$ cat src/rtl/sym_pack.sv
// Repacks a 7-bit symbol stream LSB-first into 32-bit words with packet framing.
// A small word FIFO absorbs the two-word burst produced when a packet closes.
module sym_pack #(
   parameter int SYM_W      = 7,
   parameter int WORD_W     = 32,
   parameter int FIFO_DEPTH = 4
) (
   input  logic              clk,
   input  logic              rst,
   input  logic              valid_in,
   input  logic [SYM_W-1:0]  data_in,
   input  logic              sop_in,
   input  logic              eop_in,
   output logic              valid_out,
   output logic [WORD_W-1:0] data_out,
   output logic              sop_out,
   output logic              eop_out,
   output logic [5:0]        bits_out,
   output logic              err_out,
   output logic              ovf_out
);

   localparam int ACC_W = WORD_W + SYM_W - 1;
   localparam int AW    = $clog2(FIFO_DEPTH);
   localparam logic [5:0] WORD_BITS = 6'(WORD_W);
   localparam logic [5:0] SYM_BITS  = 6'(SYM_W);

   typedef enum logic {IDLE, IN_PKT} state_t;

   typedef struct packed {
      logic [WORD_W-1:0] data;
      logic              sop;
      logic              eop;
      logic [5:0]        bits;
   } entry_t;

   function automatic entry_t mk(input logic [WORD_W-1:0] d, input logic s,
                                 input logic e, input logic [5:0] b);
      entry_t r;
      r.data = d;
      r.sop  = s;
      r.eop  = e;
      r.bits = b;
      return r;
   endfunction

   state_t           state, state_n;
   logic [ACC_W-1:0] acc, acc_n, base_acc, sum;
   logic [5:0]       fill, fill_n, base_fill, total;
   logic             first, first_n, first_c;
   logic             err_n, mark, ovf_n, deq;
   entry_t           ent [2];
   logic [1:0]       n_enq, acc_cnt;
   entry_t           mem [FIFO_DEPTH];
   logic [AW-1:0]    rd, wr, last_wr;
   logic [AW:0]      count;
   logic [AW+1:0]    avail;

   // Packing datapath: up to two words leave per accepted symbol.
   always_comb begin
      state_n   = state;
      acc_n     = acc;
      fill_n    = fill;
      first_n   = first;
      err_n     = 1'b0;
      mark      = 1'b0;
      n_enq     = '0;
      ent[0]    = '0;
      ent[1]    = '0;
      base_acc  = acc;
      base_fill = fill;
      first_c   = first;
      sum       = '0;
      total     = '0;
      if (valid_in) begin
         if (state == IDLE && !sop_in) begin
            err_n = 1'b1;
         end else begin
            if (sop_in) begin
               if (state == IN_PKT) begin
                  err_n = 1'b1;
                  if (fill != '0) begin
                     ent[0] = mk(acc[WORD_W-1:0], first, 1'b1, fill);
                     n_enq  = 2'd1;
                  end else begin
                     mark = 1'b1;
                  end
               end
               base_acc  = '0;
               base_fill = '0;
               first_c   = 1'b1;
            end
            sum   = base_acc | (ACC_W'(data_in) << base_fill);
            total = base_fill + SYM_BITS;
            if (eop_in) begin
               if (total <= WORD_BITS) begin
                  ent[n_enq[0]] = mk(sum[WORD_W-1:0], first_c, 1'b1, total);
                  n_enq = n_enq + 2'd1;
               end else begin
                  ent[n_enq[0]] = mk(sum[WORD_W-1:0], first_c, 1'b0, WORD_BITS);
                  n_enq = n_enq + 2'd1;
                  ent[n_enq[0]] = mk(WORD_W'(sum >> WORD_W), 1'b0, 1'b1, total - WORD_BITS);
                  n_enq = n_enq + 2'd1;
               end
               acc_n   = '0;
               fill_n  = '0;
               first_n = 1'b0;
               state_n = IDLE;
            end else if (total >= WORD_BITS) begin
               ent[n_enq[0]] = mk(sum[WORD_W-1:0], first_c, 1'b0, WORD_BITS);
               n_enq   = n_enq + 2'd1;
               acc_n   = sum >> WORD_W;
               fill_n  = total - WORD_BITS;
               first_n = 1'b0;
               state_n = IN_PKT;
            end else begin
               acc_n   = sum;
               fill_n  = total;
               first_n = first_c;
               state_n = IN_PKT;
            end
         end
      end
   end

   // The head is popped every cycle it exists, so a pop frees a slot for this cycle's writes.
   always_comb begin
      deq   = (count != '0);
      avail = (AW+2)'(FIFO_DEPTH) - (AW+2)'(count) + (AW+2)'(deq);
      ovf_n = 1'b0;
      acc_cnt = n_enq;
      if ((AW+2)'(n_enq) > avail) begin
         acc_cnt = avail[1:0];
         ovf_n   = 1'b1;
      end
   end

   always_ff @(posedge clk) begin
      if (!rst) begin
         state     <= IDLE;
         acc       <= '0;
         fill      <= '0;
         first     <= 1'b0;
         rd        <= '0;
         wr        <= '0;
         last_wr   <= '0;
         count     <= '0;
         valid_out <= 1'b0;
         data_out  <= '0;
         sop_out   <= 1'b0;
         eop_out   <= 1'b0;
         bits_out  <= '0;
         err_out   <= 1'b0;
         ovf_out   <= 1'b0;
      end else begin
         state     <= state_n;
         acc       <= acc_n;
         fill      <= fill_n;
         first     <= first_n;
         err_out   <= err_n;
         valid_out <= deq;
         if (ovf_n) ovf_out <= 1'b1;
         if (deq) begin
            data_out <= mem[rd].data;
            sop_out  <= mem[rd].sop;
            // A word leaving on the same edge an empty abort closes its packet still carries eop.
            eop_out  <= mem[rd].eop | (mark && rd == last_wr);
            bits_out <= mem[rd].bits;
            rd       <= rd + AW'(1);
         end else begin
            data_out <= '0;
            sop_out  <= 1'b0;
            eop_out  <= 1'b0;
            bits_out <= '0;
         end
         wr <= wr + AW'(acc_cnt);
         if (acc_cnt != '0) last_wr <= wr + AW'(acc_cnt) - AW'(1);
         count <= count + (AW+1)'(acc_cnt) - (AW+1)'(deq);
      end
   end

   always_ff @(posedge clk) begin
      if (rst) begin
         if (mark && count != '0) mem[last_wr].eop <= 1'b1;
         for (int k = 0; k < 2; k++) begin
            if (2'(k) < acc_cnt) mem[wr + AW'(k)] <= ent[k];
         end
      end
   end

endmodule

$ cat config.mk
export PLATFORM = sky130hd
export DESIGN_NAME = sym_pack
export DESIGN_NICKNAME = d
export VERILOG_FILES = /design/src/rtl/sym_pack.sv
export SDC_FILE = /design/constraint.sdc
export NUM_CORES = 1
export LEC_CHECK = 0
export CORE_ASPECT_RATIO = 0.8
export CORE_MARGIN = 8
export CORE_UTILIZATION = 64
export CTS_CLUSTER_SIZE = 30
export DETAILED_ROUTE_END_ITERATION = 16
export DONT_BUFFER_PORTS = 1
export PLACE_DENSITY_LB_ADDON = 0.25
export SLEW_MARGIN = 20
export SYNTH_ARGS = -nofsm -noshare
export SYNTH_HDL_FRONTEND = slang
export SYNTH_SLANG_ARGS = --single-unit
$ cat constraint.sdc
create_clock -name clk -period 9.9 [get_ports clk]
set_clock_uncertainty 0.15 [all_clocks]
set_input_delay 0.99 -clock clk [delete_from_list [all_inputs] [get_ports clk]]
set_output_delay 0.99 -clock clk [all_outputs]
set_load 0.05 [all_outputs]
==> flow_metrics.tcl <==
set metrics [dict create \
    fin_crit_ps 6490 \
    max-cap-violations 0 \
    die_area_sq_um 24500 \
    start_util 0.644 \
    grt_pass1_wl_microns 51200 \
    muxShareOfSynthArea 0.110 \
    yosysTopAreaCellShare 0.381 \
    wirelength_microns 32600 \
    synth_warnings 0 \
    worstSetupEndpointType "register" \
    ys_seq_area_frac 0.540 \
    grt_pass1_vias 8784 \
    ys_ff_latch 260 \
    synth_cell_types 81 \
    die_height_microns 141 \
    synth_edf_count 160 \
    synth_cells 1127 \
    rows 46 \
    rsz0062_at_grt "false" \
    place_ws_ps 3460 \
    die_w_microns 173 \
    cts_hold_buffers 0 \
    ys.flop_type "edfxtp_1" \
    antenna_cells 0 \
    critPathLaunchType "register" \
    path_class "reg2reg" \
    min_path_type "reg2reg" \
    cts.sinks 260 \
    dpl.hpwl_microns 21200 \
    numCtsBuffers 26 \
    core_area_sq_um 19600 \
    ctsRootBufferMaster "clkbuf_16" \
    post_synth.cell_area_avg_sq_um 11.2 \
    portBuffers 0 \
    ioPinCount 55 \
    rr_startpoint "fill[0]$_SDFFE_PN0P_" \
    cts_tree "done" \
    gp_congestion 0.929 \
    synthSimpleGateAreaFrac 0.154 \
    synthAdderAreaFrac 0.0195 \
    first_pass_iters 7 \
    status "completed" \
    track_usage 0.262 \
    synthToLayoutAreaGrowth_pct 7.79 \
    synth_compound_area_frac 0.131 \
    max_freq_ghz 0.154 \
    antenna_found_initial 0 \
    cts.repair.resized 0 \
    syn_area_sq_um 12600 \
    htree_levels 1 \
    ant_nets 0 \
    final_layout_size_suffix_gt1_frac 0.117 \
    ir_drop_v 0.000159 \
    fin_util 0.694 \
    clkLatencyLatePin_ps 540 \
    p_leak_nw 4.52 \
    rrSetupSlack_ps 3410 \
    nNetsFinal 1115 \
    globalRouteOverflowTotal 0 \
    drc_errors 0 \
    drtIter0Drc 1594 \
    via_per_inst 6.86 \
    synthXorXnorAreaFrac 0.00834 \
    crit_required_ps 9780 \
    cp_max_fo 39 \
    wl_per_cell_microns 23.9 \
    period_share 0.656 \
    drv_slew 0 \
    setup_ws_ps 3410 \
    crit_start "fill[0]$_SDFFE_PN0P_" \
    arrival_ps 6370 \
    clkTransAtPathRegs_ps 60 \
    grt_max_degree 61 \
    critPathCapture "mem[0][28]$_DFFE_PP_" \
    power_density_nw_per_um2 249 \
    syn_nets 1158 \
    async_flop_share 0 \
    cts_setup_buffers 0 \
    r2r_cells 15 \
    max_slew.worst_pin.slew_ps 1100 \
    cts_buffer_depth 3 \
    synth.largest_area_cell "edfxtp_1" \
    synth_top_family_by_area "simple AND/OR/NAND/NOR gates" \
    yosys-top-cells-area "edfxtp_1 (38%), dfxtp_1 (16%), mux4_2 (7.7%)" \
    num-fill-cells 1399 \
    num_vias 9389 \
    slew_headroom 0.263 \
    final_hold_viol_count 0 \
    r2r-end "mem[0][28]$_DFFE_PP_" \
    finalSetupViolCount 0 \
    setup-tns-final_ps 0 \
]
## power by group
part | internal [W] | total [W] | switching [W]
Combinational | 0.000315 | 0.000685 | 0.000370
Sequential | 0.00133 | 0.00170 | 0.000366
Clock | 0.000584 | 0.000996 | 0.000412
Total | 0.00223 | 0.00338 | 0.00115
## layout by cell type (no fill, tap or decap), drive strengths merged, types with 4 or more instances in the layout
cell,Yosys,final
a211oi,9,9
a21oi,34,34
a22oi,42,42
a2bb2oi,4,4
a31oi,8,8
a32o,14,14
a32oi,8,8
a41oi,4,4
and2,15,15
and3,48,48
buf,35,12
clkbuf,48,42
clkinv,2,5
dfxtp,100,100
edfxtp,160,160
ha,18,18
inv,25,25
mux2,15,15
mux2i,25,25
mux4,43,43
nand2,67,67
nand2b,12,12
nand3,20,20
nand3b,5,5
nand4,6,6
nor2,182,182
nor2b,9,9
nor3,21,21
nor3b,5,5
nor4,4,4
o21ai,42,42
o22ai,22,22
o32ai,4,4
or2,4,4
xnor2,7,7
xor2,5,5
## metal layers
metal	global-route usage	share of wire
met4	0.0557	0.018
met1	0.376	0.41
met2	0.400	0.44
met3	0.0664	0.13
met5	0	0
## state kept, by name, summed over array words and instances, names as in the netlist, named ones only
register	flops
acc	38
eop_out	1
count	3
ovf_out	1
mem	160
rd	2
data_out	32
last_wr	2
valid_out	1
sop_out	1
bits_out	6
err_out	1
fill	6
wr	2
state	1
first	1
## per-stage QoR
stage | total power, W | hold slack, ps | instance area, sq um | instances
after detailed placement | 0.00240 | 299 | 12700 | 1320
final | 0.00338 | 323 | 13600 | 1368
after floorplan | 0.00221 | 279 | 12600 | 1127
after global placement | 0.00237 | 288 | 12700 | 1320
after CTS | 0.00339 | 307 | 13600 | 1368
after global routing | 0.00351 | 328 | 13600 | 1368
## worst max-delay path: stages, from the launching register on
cell      delay (ps)
dfxtp_1          840
nand2b_1         410
ha_1             350
and3b_1          190
o221ai_1         190
a22oi_1          170
or2_1            360
ha_1             230
nand2b_1         180
a21oi_1          220
ha_1             270
nor2b_1          160
o221ai_1         280
mux2_2           450
nand3_1          640
nand2_2          840
## cell families (layout without fill, tap and decap cells)
logic type                 count (synthesis)  after routing
muxes                                     83             83
buffers and inverters                    110             87
AOI/OAI and AO/OA                        232            232
and+or+nand+nor                          411            411
xor gates and xnor gates                  12             12
adders and majority gates                 19             19
DFF                                      260            260
## cell usage after synthesis (25+ instances only)
cell type,n
mux2i_1,25
edfxtp_1,160
nand2_1,67
a21oi_1,33
buf_2,25
dfxtp_1,100
o21ai_0,36
a22oi_1,42
mux4_2,43
nor2_1,182
clkbuf_1,48
and3_1,48
## worst min path at each step
stage                         startpoint                   end  slack (ps)  depth (start not counted)
floorplan            acc[9]$_SDFFE_PN0P_   acc[9]$_SDFFE_PN0P_         280                          2
global placement     acc[9]$_SDFFE_PN0P_   acc[9]$_SDFFE_PN0P_         290                          2
detailed placement   acc[9]$_SDFFE_PN0P_   acc[9]$_SDFFE_PN0P_         300                          2
CTS                  acc[9]$_SDFFE_PN0P_   acc[9]$_SDFFE_PN0P_         310                          2
global route         acc[9]$_SDFFE_PN0P_   acc[9]$_SDFFE_PN0P_         330                          2
finish              acc[15]$_SDFFE_PN0P_  acc[15]$_SDFFE_PN0P_         320                          2
## final cells by class
class	instances	area, sq um	area share
Sequential cell	260	6810	0.501
Timing Repair Buffer	12	90.1	0.00663
Tap cell	264	330	0.0243
Clock inverter	6	93.8	0.00691
Inverter	27	106	0.00783
Multi-Input combinational cell	757	5380	0.396
Clock buffer	42	771	0.0568
No activity file was read; power rests on OpenSTA's default activity.
